--- src/rtl/mod10_dec_if.sv ---
// Load/decrement request bundle and BCD count status of mod10_dec.
// master drives the requests, slave is the counter.
interface mod10_dec_if #(
    parameter int DIGITS = 2
);
    logic                  carga;
    logic [4*DIGITS-1:0]   valor_carga;
    logic                  decremento;
    logic [4*DIGITS-1:0]   cuenta;
    logic                  prestamo;
    logic                  cero;
    logic                  fin;
    logic                  error_carga;

    modport master (
        output carga,
        output valor_carga,
        output decremento,
        input  cuenta,
        input  prestamo,
        input  cero,
        input  fin,
        input  error_carga
    );

    modport slave (
        input  carga,
        input  valor_carga,
        input  decremento,
        output cuenta,
        output prestamo,
        output cero,
        output fin,
        output error_carga
    );
endinterface

--- src/rtl/mod10_dec.sv ---
// Multi-digit BCD down-counter with validated parallel load,
// borrow-out pulse on wrap, or saturate-at-zero countdown mode.
module mod10_dec #(
    parameter int DIGITS = 2,
    parameter int WRAP   = 1
) (
    input  logic        clk,
    input  logic        rst,
    mod10_dec_if.slave  bus
);
    localparam int W = 4 * DIGITS;

    typedef enum logic [1:0] {
        IDLE,
        CONTANDO,
        AGOTADO
    } estado_t;

    estado_t        estado;
    logic [W-1:0]   val_load;
    logic           load_bad;
    logic [W-1:0]   val_dec;
    logic           borrow;
    logic [3:0]     dig;
    logic [3:0]     ldig;

    // Per-digit clamp of the load word and ripple borrow for decrement.
    always_comb begin
        val_load = '0;
        load_bad = 1'b0;
        val_dec  = '0;
        borrow   = 1'b1;
        dig      = '0;
        ldig     = '0;
        for (int i = 0; i < DIGITS; i++) begin
            ldig = bus.valor_carga[4*i +: 4];
            if (ldig > 4'd9) begin
                val_load[4*i +: 4] = 4'd9;
                load_bad = 1'b1;
            end else begin
                val_load[4*i +: 4] = ldig;
            end
            dig = bus.cuenta[4*i +: 4];
            if (borrow) begin
                val_dec[4*i +: 4] = (dig == 4'd0) ? 4'd9 : dig - 4'd1;
            end else begin
                val_dec[4*i +: 4] = dig;
            end
            borrow = borrow & (dig == 4'd0);
        end
    end

    always_ff @(posedge clk) begin
        if (!rst) begin
            bus.cuenta      <= '0;
            bus.prestamo    <= 1'b0;
            bus.fin         <= 1'b0;
            bus.error_carga <= 1'b0;
            estado          <= IDLE;
        end else begin
            bus.prestamo    <= 1'b0;
            bus.error_carga <= 1'b0;
            if (bus.carga) begin
                bus.cuenta      <= val_load;
                bus.error_carga <= load_bad;
                bus.fin         <= 1'b0;
                estado          <= (val_load != '0) ? CONTANDO : IDLE;
            end else if (bus.decremento) begin
                unique case (estado)
                    IDLE, AGOTADO: begin
                        // At zero: wrap to all nines, or hold when saturating.
                        if (WRAP != 0) begin
                            bus.cuenta   <= val_dec;
                            bus.prestamo <= 1'b1;
                            estado       <= CONTANDO;
                        end
                    end
                    CONTANDO: begin
                        bus.cuenta <= val_dec;
                        if (val_dec == '0) begin
                            estado  <= AGOTADO;
                            bus.fin <= (WRAP == 0) ? 1'b1 : 1'b0;
                        end
                    end
                    default: estado <= IDLE;
                endcase
            end
        end
    end

    assign bus.cero = (bus.cuenta == '0);
endmodule

--- src/flat_wrapper.sv ---
// flat-port wrapper written by rule: the top's interface ports become plain ports
module mod10_dec_flat 
#(
    parameter int DIGITS = 2,
    parameter int WRAP   = 1
)
  (clk, rst, bus_carga, bus_valor_carga, bus_decremento, bus_cuenta, bus_prestamo, bus_cero, bus_fin, bus_error_carga);
  mod10_dec_if #(.DIGITS(DIGITS)) bus_i ();
  input  logic clk;
  input  logic rst;
  input wire logic [$bits(bus_i.carga)-1:0] bus_carga;
  input wire logic [$bits(bus_i.valor_carga)-1:0] bus_valor_carga;
  input wire logic [$bits(bus_i.decremento)-1:0] bus_decremento;
  output wire logic [$bits(bus_i.cuenta)-1:0] bus_cuenta;
  output wire logic [$bits(bus_i.prestamo)-1:0] bus_prestamo;
  output wire logic [$bits(bus_i.cero)-1:0] bus_cero;
  output wire logic [$bits(bus_i.fin)-1:0] bus_fin;
  output wire logic [$bits(bus_i.error_carga)-1:0] bus_error_carga;
  assign bus_i.carga = bus_carga;
  assign bus_i.valor_carga = bus_valor_carga;
  assign bus_i.decremento = bus_decremento;
  assign bus_cuenta = bus_i.cuenta;
  assign bus_prestamo = bus_i.prestamo;
  assign bus_cero = bus_i.cero;
  assign bus_fin = bus_i.fin;
  assign bus_error_carga = bus_i.error_carga;
  mod10_dec #(.DIGITS(DIGITS), .WRAP(WRAP)) u_core (.clk(clk), .rst(rst), .bus(bus_i));
endmodule
--- config.mk ---
export PLATFORM = sky130hd
export DESIGN_NAME = mod10_dec_flat
export DESIGN_NICKNAME = d
export VERILOG_FILES = /design/src/rtl/mod10_dec_if.sv /design/src/rtl/mod10_dec.sv /design/src/flat_wrapper.sv
export SDC_FILE = /design/constraint.sdc
export NUM_CORES = 1
export LEC_CHECK = 0
export ABC_AREA = 1
export CAP_MARGIN = 15
export CORE_MARGIN = 8
export CORE_UTILIZATION = 44
export CTS_CLUSTER_DIAMETER = 200
export DETAILED_ROUTE_END_ITERATION = 8
export PLACE_DENSITY_LB_ADDON = 0.25
export SYNTH_ARGS = -nofsm -noshare
export SYNTH_HDL_FRONTEND = slang
export SYNTH_SLANG_ARGS = --single-unit
--- constraint.sdc ---
create_clock -name clk -period 1.5 [get_ports clk]
set_clock_uncertainty 0.15 [all_clocks]
set_input_delay 0.225 -clock clk [delete_from_list [all_inputs] [get_ports clk]]
set_output_delay 0.225 -clock clk [all_outputs]
set_load 0.01 [all_outputs]
**Yosys cells after proc, flatten, opt, wreduce, memory -nomap -nowiden**

Cells that the tools add are included.

- Add/subtract/negate cells: 2
- $lt $le $gt $ge: 2
- Equal/unequal tests: 3
- Mux-type cells: 16
- Bitwise gates (word level): 2
- Reduce and logical (&&, ||, !) cells: 14

Operator list:

| cell | number |
|---|---|
| 8-bit 2-to-1 mux | 3 |
| 4-bit 2-to-1 mux | 5 |
| 8-bit zero test | 2 |
| 4-bit > comparator (second input constant) | 2 |
| 4-bit zero test | 2 |
| 8-bit nonzero test | 1 |
| 4-bit by 1-bit subtractor with 4-bit output (second input constant) | 2 |
| 2-bit 2-to-1 mux | 3 |
| 2-bit AND reduction | 3 |
| 3-bit OR reduction | 2 |
| 1-bit 2-to-1 mux | 4 |
| 2-bit one-hot mux with 2 select lines | 1 |
| 2-bit nonzero test | 2 |
| 3-bit by 2-bit != test with 1-bit output (second input constant) | 1 |
| 2-bit by 1-bit == test with 1-bit output (second input constant) | 1 |
| 2-bit == test (second input constant) | 1 |
| 2-bit zero test | 1 |
| 1-bit NOT | 2 |
| 2-bit OR reduction | 1 |

- Register bits after elaboration: 12
- Input bits: 12
- Word-level logic and storage cells: 43

**Depth between registers and ports, before layout**

- Word-level depth: 8
- Mapped depth: 10

**Least setup slack after synthesis**

Ideal clock, no wire load.

- Path kind: flip-flop to flip-flop
- Start point: register u_core.bus.cuenta[0]
- End point: register u_core.estado[0]
- Setup time: 115 ps
- Arrival: 1096 ps
- Setup slack: 139 ps
- Stages on the path, launching flop included: 9
- Buffers on the path: 0
- Clock period less this slack: 1361 ps
- Cells stage by stage: dfxtp_1 > nor2_1 > nand3_1 > nand2_1 > nand2_1 > nor2_2 > nand2_2 > a21oi_1 > nor2_1

- Word-level cells in the longest chain between the ends: 5

Ends and longest elaborated chain:

| element | RTL line | source |
|---|---|---|
| start, declared | mod10_dec_if.sv:30 | `output cuenta,` |
| start signal, assigned | mod10_dec.sv:64 | `bus.cuenta <= val_load;` |
| start signal, assigned | mod10_dec.sv:73 | `bus.cuenta <= val_dec;` |
| start signal, assigned | mod10_dec.sv:79 | `bus.cuenta <= val_dec;` |
| 4-bit by 1-bit subtractor with 4-bit output / 4-bit zero test (equally long branches) | mod10_dec.sv:45, mod10_dec.sv:49 |  |
| 4-bit 2-to-1 mux (on tied branches) | mod10_dec.sv:45, mod10_dec.sv:44 |  |
| 8-bit zero test (*) | mod10_dec.sv:80 | `if (val_dec == '0) begin` |
| 3-bit by 2-bit != test with 1-bit output (no source line) (*) | - |  |
| 2-bit AND reduction (no source line) (*) | - |  |
| end signal, assigned | mod10_dec.sv:67 | `estado <= (val_load != '0) ? CONTANDO : IDLE;` |
| end, declared | mod10_dec.sv:19 | `estado_t estado;` |

Mark *: on every way between the ends. The rest lies on a longest branch, timed or not.
A chain may end at the register's enable or synchronous reset.

**Worst setup path in the final report**

- Start point: register u_core.bus.cuenta[1]
- End point: output port bus_cero

- Word-level cells in the longest chain between the ends: 1

Ends and longest elaborated chain:

| element | RTL line | source |
|---|---|---|
| 8-bit zero test | mod10_dec.sv:91 | `assign bus.cero = (bus.cuenta == '0);` |
| end, declared | flat_wrapper.sv:16 | `output wire logic [$bits(bus_i.cero)-1:0] bus_cero;` |

No other way between the ends.

==> results.json <==
{
  "vias": 933,
  "synth_top_cells_by_area": "sky130_fd_sc_hd__dfxtp_1 (32%), sky130_fd_sc_hd__nand2_1 (13%), sky130_fd_sc_hd__inv_1 (8.5%), sky130_fd_sc_hd__a21oi_1 (8.0%), sky130_fd_sc_hd__nor2_1 (8.0%)",
  "avgSynthCellArea_um2": 6.20,
  "drc": 0,
  "min_period_ns": 1.55,
  "synth_enable_flop_cells": 0,
  "antenna_violations_before_repair": 0,
  "most_frequently_used_cell_type_in_the_post_synthesis_netlist": "sky130_fd_sc_hd__nand2_1",
  "synth_top_cells_by_count": "sky130_fd_sc_hd__nand2_1 (25), sky130_fd_sc_hd__inv_1 (17), sky130_fd_sc_hd__nor2_1 (16), sky130_fd_sc_hd__a21oi_1 (12), sky130_fd_sc_hd__dfxtp_1 (12)",
  "tritoncts": "built",
  "route.detailed.wl_per_inst_um": 12.5,
  "replace_congestion": 0.836,
  "synth_cell_types": 25,
  "combinationalPowerShare_pct": 43.2,
  "total_of_flip_flops_plus_latches_after_synthesis": 12,
  "run_status": "finished, violations left",
  "critical_setup_path_kind": "reg -> out",
  "cell_at_the_root_of_the_clock_tree": "sky130_fd_sc_hd__clkbuf_4",
  "grt_setup_unrepaired": "yes",
  "top_signal_layer_used": "met4",
  "worst_hold_path_type": "reg -> reg",
  "power_frac_seq_pct": 36.6,
  "yosysWarningCount": 0,
  "syn-cell-area_um2": 751,
  "area_growth_pct": 66.0,
  "switching_power_uw": 334,
  "wl_met3_um": 89,
  "clkTransAtPathRegs_ns": 0.08,
  "synth-adder-area-share_pct": 0,
  "final_min_period_over_clock_period_pct": 103,
  "insertedDiodeCount": 0,
  "synth_mux_area_share_pct": 0,
  "final_max_slew_viol_count": 0,
  "met2RoutedLength_um": 1150,
  "ant_nets": 0,
  "filler_cell_count": 153,
  "finalWorstSetupSlack_ns": -0.0490,
  "p_leak_uw": 0.000637,
  "avgViaCountPerCell": 4.96,
  "grt_usage_pct": 13.9,
  "synth_flop_cell": "sky130_fd_sc_hd__dfxtp_1",
  "io_buffers": 22,
  "globalRoute.totalOverflow": 0,
  "drv_cap": 0,
  "drive_above_1_share_pct": 32.7,
  "synthXorXnorAreaFrac_pct": 0,
  "design.die.area_mm2": 0.00328,
  "critical_path.startpoint_type": "flip-flop",
  "fmaxAchievable_mhz": 646,
  "final_hold_viol_count": 0,
  "route.final.wire_length_um": 2350,
  "crit_fanout": 2,
  "cts_num_sinks": 12,
  "ys_async_sr_fraction_pct": 0,
  "dieHeight_um": 57.3,
  "clock_path_buffers": 2,
  "maximum_number_of_pins_on_one_net_before_global_route_repair": 10,
  "finalSetupViolCount": 1,
  "critPathRequiredTime_ns": 1.12,
  "place_hpwl_um": 1780,
  "total_neg_setup_slack_ns": -0.0490,
  "preCtsSetupSlack_ns": -0.202,
  "number_of_iterations_in_the_first_detailed_routing_pass": 4,
  "clkLatencyLatePin_ns": 0.27,
  "detail_route.iter0.violations": 11,
  "floorplan.initialDensity_pct": 44.9,
  "violations_in_the_final_reports": "setup timing",
  "ioPinCount": 24,
  "grt_first_pass_wirelength_um": 3640,
  "power.clock.fraction_pct": 20.1,
  "power.ir.vdd_worst_v": 0.000640,
  "synth_simple_gate_area_share_pct": 36.0,
  "design.final.nets": 185,
  "die_w_um": 57.3,
  "cts.hold.buffers_added": 0,
  "core_area_mm2": 0.00167,
  "largest_family_of_logic_cells_by_synthesized_area": "simple AND/OR/NAND/NOR gates",
  "cts-buffers-inserted": 3,
  "seq_area_frac_synth_pct": 32.0,
  "cell_internal_power_uw": 656,
  "critPathCaptureType": "output port",
  "power.density_cell_area_mw_per_mm2": 795,
  "synth_top_area_cell": "sky130_fd_sc_hd__dfxtp_1",
  "synthesis.instances": 121,
  "crit_path_dat_ns": 1.17,
  "vias_in_the_first_global_route": 866,
  "num_rows": 15,
  "h-tree-depth": 1,
  "synth_compound_area_share_pct": 20.3,
  "routedLengthMet1_um": 1070,
  "postSynthNetCount": 133,
  "yosysTopAreaCellShare_pct": 32.0,
  "p_sw_share_pct": 33.7
}
[worst max-delay path: stages (launching register included)]
cell and delay [ns]:
sky130_fd_sc_hd__dfxtp_2 0.33, sky130_fd_sc_hd__inv_2 0.05, sky130_fd_sc_hd__nand2_2 0.07, sky130_fd_sc_hd__nor2_4 0.12, sky130_fd_sc_hd__nand2_2 0.07, sky130_fd_sc_hd__nor2_2 0.11, sky130_fd_sc_hd__buf_2 0.14
[metrics by stage]
step                      hold WS [ns]  cells  area, um^2  total power (uW)  utilization, %
after floorplan                  0.154    121         751               548               -
after global placement           0.270    182        1160               753            69.4
after detailed placement         0.280    182        1160               760            69.4
after CTS                        0.293    185        1180               951            70.6
after global routing             0.315    188        1250              1050            74.6
final                            0.299    188        1250               990            74.6
[placed cells by master, fill, tap and decap left out, drive strengths merged]
cell type	netlist	final
a21oi	13	13
clkbuf	0	3
clkdlybuf4s15	0	1
a22oi	1	1
a41oi	1	1
a31oi	1	1
dlymetal6s2s	0	2
nor2	20	20
dfxtp	12	12
nor4	1	1
nor3	2	2
buf	2	28
nand3b	1	1
o21ai	9	9
o311ai	1	1
nand2	29	29
dlygate4sd2	0	7
inv	19	19
nand3	5	5
nand4	1	1
clkdlybuf4s50	0	11
or2	1	1
conb	1	1
o31ai	1	1
[cell families (layout without fill, tap and decap cells)]
| group | Yosys count | in the layout |
|---|---|---|
| and+or+nand+nor | 60 | 60 |
| other | 1 | 1 |
| buffers and inverters | 21 | 71 |
| DFF | 12 | 12 |
| AOI/OAI and AO/OA | 27 | 27 |
[state kept, by name (all words and copies together), names as in the netlist]
name                    cells
u_core.bus.cuenta           8
u_core.bus.prestamo         1
u_core.bus.error_carga      1
u_core.estado               2
[path summary, 6_finish.rpt]
kind	from	endpoint	slack, ns	depth (start not counted)
setup / recovery	u_core.bus.cuenta[1]	bus_cero	-0.05	6
hold / removal	u_core.estado[0]	u_core.bus.prestamo	0.30	1
setup reg to reg	u_core.bus.cuenta[1]	u_core.estado[0]	0	9
hold reg to reg	u_core.estado[0]	u_core.bus.prestamo	0.30	1
[final cells by class]
type,count,area (um^2),area share [%]
Inverter,19,71.3,5.72
Multi-Input combinational cell,88,465,37.3
Sequential cell,12,244,19.6
Timing Repair Buffer,49,422,33.8
Clock buffer,3,22.5,1.81
Tap cell,17,21.3,1.71
[layer usage]
| layer | vias to the layer above | track usage (%) |
|---|---|---|
| li1 | 494 | - |
| met1 | 408 | 16.0 |
| met2 | 27 | 24.0 |
| met3 | 4 | 2.47 |
| met5 | - | 0 |
| met4 | 0 | 6.43 |
[power groups by stage]
stage               Sequential (uW)  Clock, uW  Combinational (uW)
floorplan                       384          0                 163
global placement                365          0                 388
detailed placement              366          0                 394
CTS                             359        206                 386
global route                    365        209                 471
finish                          363        199                 428
[repair_timing]
action,CTS,global route
setup buffers,0,3
resized for setup,15,19
setup endpoints to repair,13,6
hold endpoints to repair,0,0
pin swaps,1,11
No activity file was read; power rests on OpenSTA's default activity.
